### config.mk
export PLATFORM = sky130hd
export DESIGN_NAME = vx_acc_csr_bridge
export DESIGN_NICKNAME = d
export VERILOG_FILES = /design/src/rtl/vx_acc_csr_bridge.sv
export SDC_FILE = /design/constraint.sdc
export NUM_CORES = 1
export LEC_CHECK = 0
export ABC_AREA = 1
export BUFFER_PORTS_ARGS = -buffer_cell sky130_fd_sc_hd__buf_2
export CORE_MARGIN = 3
export CORE_UTILIZATION = 49
export CTS_BUF_LIST = sky130_fd_sc_hd__clkbuf_8
export DETAILED_ROUTE_END_ITERATION = 10
export PLACE_DENSITY = 0.83
export SYNTH_ARGS = -nofsm -noshare
export SYNTH_HDL_FRONTEND = slang
export SYNTH_SLANG_ARGS = --single-unit
### constraint.sdc
create_clock -name clk -period 1.9 [get_ports clk]
set_input_delay 0 -clock clk [delete_from_list [all_inputs] [get_ports clk]]
set_output_delay 0 -clock clk [all_outputs]
set_load 0.005 [all_outputs]
### src/rtl/vx_acc_csr_bridge.sv
// vx_acc_csr_bridge
// Bridges 32-bit CSR command writes onto a single-outstanding accelerator
// command/response handshake. The CSR readback shows either a status word
// or the last accelerator result.
//
// Optional feature: define VX_ACC_TIMEOUT_EN to enable a WAIT-state response
// timeout of TIMEOUT_CYCLES cycles. Without it, WAIT lasts until a response
// arrives and timeout_err reads as 0.
//
// Ports
//   clk, reset        : clock, asynchronous active-high reset
//   acc_write_en      : command-word write strobe (one pulse per write)
//   acc_write_out     : command word, [31:30] op, [29:0] payload
//   acc_read_in       : readback (sel=0 status, sel=1 result)
//   cmd_valid/ready   : accelerator command handshake, cmd_data payload
//   rsp_valid/ready   : accelerator response handshake, rsp_data result
//   busy              : FSM not IDLE
//
// State | meaning
// IDLE  | no command outstanding
// ISSUE | cmd_valid held until cmd_ready
// WAIT  | rsp_ready held until rsp_valid (or timeout when enabled)
module vx_acc_csr_bridge #(
  parameter int TIMEOUT_CYCLES = 1024
) (
  input  logic        clk,
  input  logic        reset,
  input  logic        acc_write_en,
  input  logic [31:0] acc_write_out,
  output logic [31:0] acc_read_in,
  output logic        cmd_valid,
  input  logic        cmd_ready,
  output logic [31:0] cmd_data,
  input  logic        rsp_valid,
  output logic        rsp_ready,
  input  logic [31:0] rsp_data,
  output logic        busy
);

  typedef enum logic [1:0] {S_IDLE, S_ISSUE, S_WAIT} state_e;

  state_e      state_q, state_d;
  logic [31:0] cmd_data_q, cmd_data_d;
  logic [31:0] result_q, result_d;
  logic        sel_q, sel_d;
  logic        done_q, done_d;
  logic        dropped_q, dropped_d;
  logic        timeout_err;
  logic        expire;

  logic [1:0] op;
  logic       wr_launch, wr_sel_status, wr_sel_result, wr_clear;
  logic       launch_idle, rsp_hs;

  assign op            = acc_write_out[31:30];
  assign wr_launch     = acc_write_en && (op == 2'b00);
  assign wr_sel_status = acc_write_en && (op == 2'b01);
  assign wr_sel_result = acc_write_en && (op == 2'b10);
  assign wr_clear      = acc_write_en && (op == 2'b11);
  assign launch_idle   = wr_launch && (state_q == S_IDLE);
  assign rsp_hs        = (state_q == S_WAIT) && rsp_valid;

`ifdef VX_ACC_TIMEOUT_EN
  localparam int CNT_W = (TIMEOUT_CYCLES > 1) ? $clog2(TIMEOUT_CYCLES) : 1;

  logic [CNT_W-1:0] cnt_q, cnt_d;
  logic             timeout_err_q, timeout_err_d;

  // Counter is held at zero outside WAIT, so it is already clear on WAIT entry.
  // A response on the expiry cycle takes precedence over the timeout.
  assign expire = (state_q == S_WAIT) && !rsp_valid &&
                  (cnt_q == CNT_W'(TIMEOUT_CYCLES - 1));
  assign cnt_d  = ((state_q == S_WAIT) && !rsp_valid) ? cnt_q + 1'b1 : '0;

  always_comb begin
    timeout_err_d = timeout_err_q;
    if (launch_idle || wr_clear) timeout_err_d = 1'b0;
    if (expire)                  timeout_err_d = 1'b1;
  end

  always_ff @(posedge clk or posedge reset) begin
    if (reset) begin
      cnt_q         <= '0;
      timeout_err_q <= 1'b0;
    end else begin
      cnt_q         <= cnt_d;
      timeout_err_q <= timeout_err_d;
    end
  end

  assign timeout_err = timeout_err_q;
`else
  assign expire      = 1'b0;
  // Constant 0 for any legal parameter value; the parameter stays part of
  // the interface in both builds.
  assign timeout_err = (TIMEOUT_CYCLES < 0);
`endif

  // State register
  always_ff @(posedge clk or posedge reset) begin
    if (reset) state_q <= S_IDLE;
    else       state_q <= state_d;
  end

  // Next-state logic
  always_comb begin
    state_d = state_q;
    case (state_q)
      S_IDLE:  if (wr_launch)          state_d = S_ISSUE;
      S_ISSUE: if (cmd_ready)          state_d = S_WAIT;
      S_WAIT:  if (rsp_valid || expire) state_d = S_IDLE;
      default:                         state_d = S_IDLE;
    endcase
  end

  // Outputs decoded from the state register only, so an async reset drops
  // them immediately.
  always_comb begin
    cmd_valid = (state_q == S_ISSUE);
    rsp_ready = (state_q == S_WAIT);
    busy      = (state_q != S_IDLE);
  end

  // Datapath and sticky status; a response beats a simultaneous CLEAR on done.
  always_comb begin
    cmd_data_d = cmd_data_q;
    result_d   = result_q;
    sel_d      = sel_q;
    done_d     = done_q;
    dropped_d  = dropped_q;
    if (launch_idle)                         cmd_data_d = {2'b00, acc_write_out[29:0]};
    if (rsp_hs)                              result_d   = rsp_data;
    if (wr_sel_status)                       sel_d      = 1'b0;
    if (wr_sel_result)                       sel_d      = 1'b1;
    if (launch_idle || wr_clear)             done_d     = 1'b0;
    if (rsp_hs)                              done_d     = 1'b1;
    if (wr_clear)                            dropped_d  = 1'b0;
    if (wr_launch && (state_q != S_IDLE))    dropped_d  = 1'b1;
  end

  always_ff @(posedge clk or posedge reset) begin
    if (reset) begin
      cmd_data_q <= '0;
      result_q   <= '0;
      sel_q      <= 1'b0;
      done_q     <= 1'b0;
      dropped_q  <= 1'b0;
    end else begin
      cmd_data_q <= cmd_data_d;
      result_q   <= result_d;
      sel_q      <= sel_d;
      done_q     <= done_d;
      dropped_q  <= dropped_d;
    end
  end

  assign cmd_data    = cmd_data_q;
  assign acc_read_in = sel_q ? result_q
                             : {28'b0, dropped_q, timeout_err, done_q, busy};

endmodule

* Word-level counts from Yosys, hierarchy flattened
Index checks and enable logic that the tools add are counted.
** Storage, ports and cells
- Register bits :: 67
- Input port bits :: 69
** Operators by class
- Reduce and logical (&&, ||, !) cells :: 15
- Equal/unequal tests :: 8
- Mux-type cells :: 11
** Operators by type and width (number)
- $mux W32 :: 1
- $reduce_bool A2 Y1 :: 4
- $logic_and A1 B1 Y1 :: 7
- $eq A2 B2 Y1 const B :: 3
- $mux W1 :: 6
- $mux W2 :: 3
- $pmux W2 S3 :: 1
- $eq A2 B1 Y1 const B :: 2
- $logic_not A2 Y1 :: 2
- $ne A2 B2 Y1 const B :: 2
- $reduce_and A3 Y1 :: 1
- $ne A2 B1 Y1 const B :: 1
- $logic_or A1 B1 Y1 :: 1

* Logic depth before layout (Yosys ltp)
- Depth in word-level cells :: 6
- Depth in mapped cells :: 6
- Depth with buffers taken out :: 5

* Worst setup path before layout
OpenSTA, ideal clock, no wires.
- Kind :: reg-to-reg
- Start :: register state_q[0]
- End :: register cmd_data_q[0], in the netlist cmd_data[0]
- Setup slack :: 0.784 ns
- Setup time :: 0.117 ns
- Clock period less this slack :: 1.116 ns
- Data arrival time :: 0.999 ns
- Stages on the path, launching flop included :: 6
- Cells stage by stage :: dfrtp_1 > nor2_2 > nand3_2 > buf_2 > nand2_1 > nand2_1
** Between the ends
- Cells in the longest elaborated chain, start to end :: 2
** Ends and longest elaborated chain
- start: declaration :: RTL line 42 : state_e state_q, state_d;
- start signal: assignment :: RTL line 102 : else state_q <= state_d;
- $logic_not A2 Y1 :: RTL line 60 : assign launch_idle = wr_launch && (state_q == S_IDLE);
- $logic_and A1 B1 Y1 :: RTL line 60
- end signal: assignment :: RTL line 149 : cmd_data_q <= cmd_data_d;
- end: declaration :: RTL line 43 : logic [31:0] cmd_data_q, cmd_data_d;
No other way between the ends.
A chain may end at the register's enable or synchronous reset.

* Worst setup path in the final report
- Start :: register state_q[0]
- End :: register cmd_data_q[13], in the netlist cmd_data[13]
Same word-level chain as after synthesis.

==> results.cfg <==
[routing]
drc = 0
wl_um = 9510
wl_per_cell_um = 14.9
drt-initial-drc-count = 229
vias = 3263
first_pass_iters = 6
antenna_left = 0
routed_via_density = 5.11

[layout]
final_cells = 638
fin_nets = 630
syn2layout_area_growth_pct = 50.4
drive_above_1_share_pct = 28.6
antenna_cells = 0
fillers = 367

[pwr]
seqPwrFrac_pct = 47.3
switching_power_uw = 1610
power_density_nw_per_um2 = 1050
p_sw_share_pct = 33.9
p_clk_share_pct = 21.5
power_frac_comb_pct = 31.2
finalPower_uw = 4760
p_int_uw = 3150
power.leakage_uw = 0.00275
vdd_ir_drop_max_mv = 0.649

[yosys]
yosys.area.top_type = dfrtp_1
synth_top_family_by_area = simple AND/OR/NAND/NOR gates
ys_warn_count = 0
netlist-cell-type-count = 20
synth_most_common_cell = nand2_1
synth_mux_area_share_pct = 0.747
synthAdderAreaFrac_pct = 0
yosys_most_used_dff = dfrtp_1
synth_top_area_share_pct = 55.6
yosys-top-cells-area = dfrtp_1, nand2_1, nand4_1
syn-cell-area_sq_um = 3020
synth_common_cells = nand2_1, dfrtp_1, inv_1, nand3_1, nand4_1
synth_compound_area_share_pct = 0.995
synth_edf_count = 0
syn_inst = 371
synthXorXnorAreaFrac_pct = 0
ys_ff_latch = 67
avgSynthCellArea_sq_um = 8.13
ys_async_sr_fraction_pct = 100
synthSimpleGateAreaFrac_pct = 33.4
ys_seq_area_share_pct = 55.6

[place]
port_buffers = 133
dp_slack_ns = 0.381
routabilityCongestion = 0.794
dp_hpwl_um = 4950
dp.cells = 556

[clock_network]
htreeDepth = 3
clk_pin_slew_worst_paths_ns = 0.07
cts_max_path_buffers = 2
cts.sinks = 67
clock_latency_ns = 0.32
cts_buffers = 9
post_cts_resized = 0
cts_tree = yes
cts_hold_buf = 66
cts_root_buffer = clkbuf_8
cts_setup_buffers = 0

[setup_path]
rr_worst_depth = 4
r2r-start = state_q[0]
endpoint_kind = register
crit_required_ns = 2.10
worstSetupPathType = register to register
r2r-end = cmd_data[13]
r2r_slack_ns = 0.30
worst-path-max-fanout = 32
critPathArrivalTime_ns = 1.80
start_kind = register

[floorplanning]
core-area_sq_um = 5740
row_count = 27
io_pins = 136
die_h_um = 84.5
initial_utilization_pct = 52.5
die_w_um = 84.5
dieArea_sq_um = 7130

[grt]
grt_pass1_wl_um = 15900
grt_usage_pct = 27.6
grt_start_max_net_pins = 68
grt_pass1_vias = 3363
antenna_found_initial = 0
grt_overflow = 0

[sta]
setup_violations = 0
setup_tns_ns = 0
min_period_ns = 1.60
rsz0062_at_grt = no
relSlewSlack_pct = 40.6
fin_skew_ns = 0.00723
worst_slack_ns = 0.303
slew_violations = 0
worst_pin_slew_ns = 0.889
hold_violations = 0
max_clock_freq_mhz = 626
min_period_over_period_pct = 84.0
whs_ns = 0.0201

[hold_path]
hold_end = cmd_data[26]
worstHoldStart = acc_write_out[30]
min-delay-path-class = input port to register
hold_depth = 4

[job]
maxCapViolations = 0

[run_status]
run_status = finished clean
-- kinds of logic after synthesis --
family                 Yosys count
AOI/OAI and AO/OA                5
and+or+nand+nor                232
muxes                            2
buffers and inverters           64
other                            1
DFF                             67
-- cell usage in the layout, fill, tap and decap left out --
master	Yosys	final
nand2_2	1	1
nor2_1	3	2
inv_2	1	2
inv_1	35	37
buf_4	5	6
buf_12	0	1
mux2_2	2	2
clkinv_2	0	2
nand3_2	1	1
dfrtp_1	67	67
buf_2	14	133
o31ai_1	2	2
o21ai_1	1	1
nand2_1	161	161
nor2_4	1	1
nor2_2	1	2
dlygate4sd3_1	0	66
o21ai_0	2	2
clkbuf_8	0	11
nand3_1	34	34
nand4_1	30	30
conb_1	1	2
-- how the worst max path moves through the flow --
stage / slack (ns) / from / end
finish: 0.30 / state_q[0] / cmd_data[13]
global route: 0.15 / state_q[0] / cmd_data[13]
CTS: 0.36 / state_q[0] / acc_read_in[0]
detailed placement: 0.38 / state_q[0] / done_q
global placement: 0.40 / state_q[0] / done_q
floorplan: 0.22 / reset / cmd_data[0]
-- stage by stage --
step / util (%) / instance area (sq um)
floorplan: - / 3020
global placement: 64.5 / 3700
detailed placement: 64.5 / 3700
CTS: 79.0 / 4540
global route: 79.0 / 4540
finish: 79.0 / 4540
-- registers in the layout (all words and copies together) (netlist names) --
register / count
result_q: 32
dropped_q: 1
cmd_data: 30
done_q: 1
state_q: 2
sel_q: 1
-- worst max-delay path: stages, from the launching register on --
cell and delay (ns):
dfrtp_1 0.44, nor2_2 0.16, nand3_2 0.50, nand2_1 0.27
nand2_1 0.09
-- area by class of cell --
cell class	count	area (sq um)	area share (%)
flip-flops and latches	67	1680	37.0
repair buffers	206	1390	30.7
multi-input cells	241	1070	23.6
clock buffers	11	151	3.34
inverters	36	135	2.98
well taps	72	90.1	1.99
clock inverters	5	21.3	0.469
-- routing by layer --
| metal | GRT usage, % | vias to the layer above | part of all wire (%) |
|---|---|---|---|
| li1 | - | 1541 | - |
| met1 | 35.9 | 1494 | 41 |
| met2 | 45.6 | 196 | 47 |
| met3 | 5.89 | 32 | 9.2 |
| met4 | 10.6 | 0 | 2.8 |
| met5 | 0 | - | 0 |
-- power by group through the flow --
stage	clock [uW]	sequential, uW	combinational, uW
finish	1020	2250	1480
global route	1120	2310	1680
CTS	1050	2220	1430
detailed placement	0	2240	1320
global placement	0	2220	1280
floorplan	0	2200	746
No activity file was read; power rests on OpenSTA's default activity.
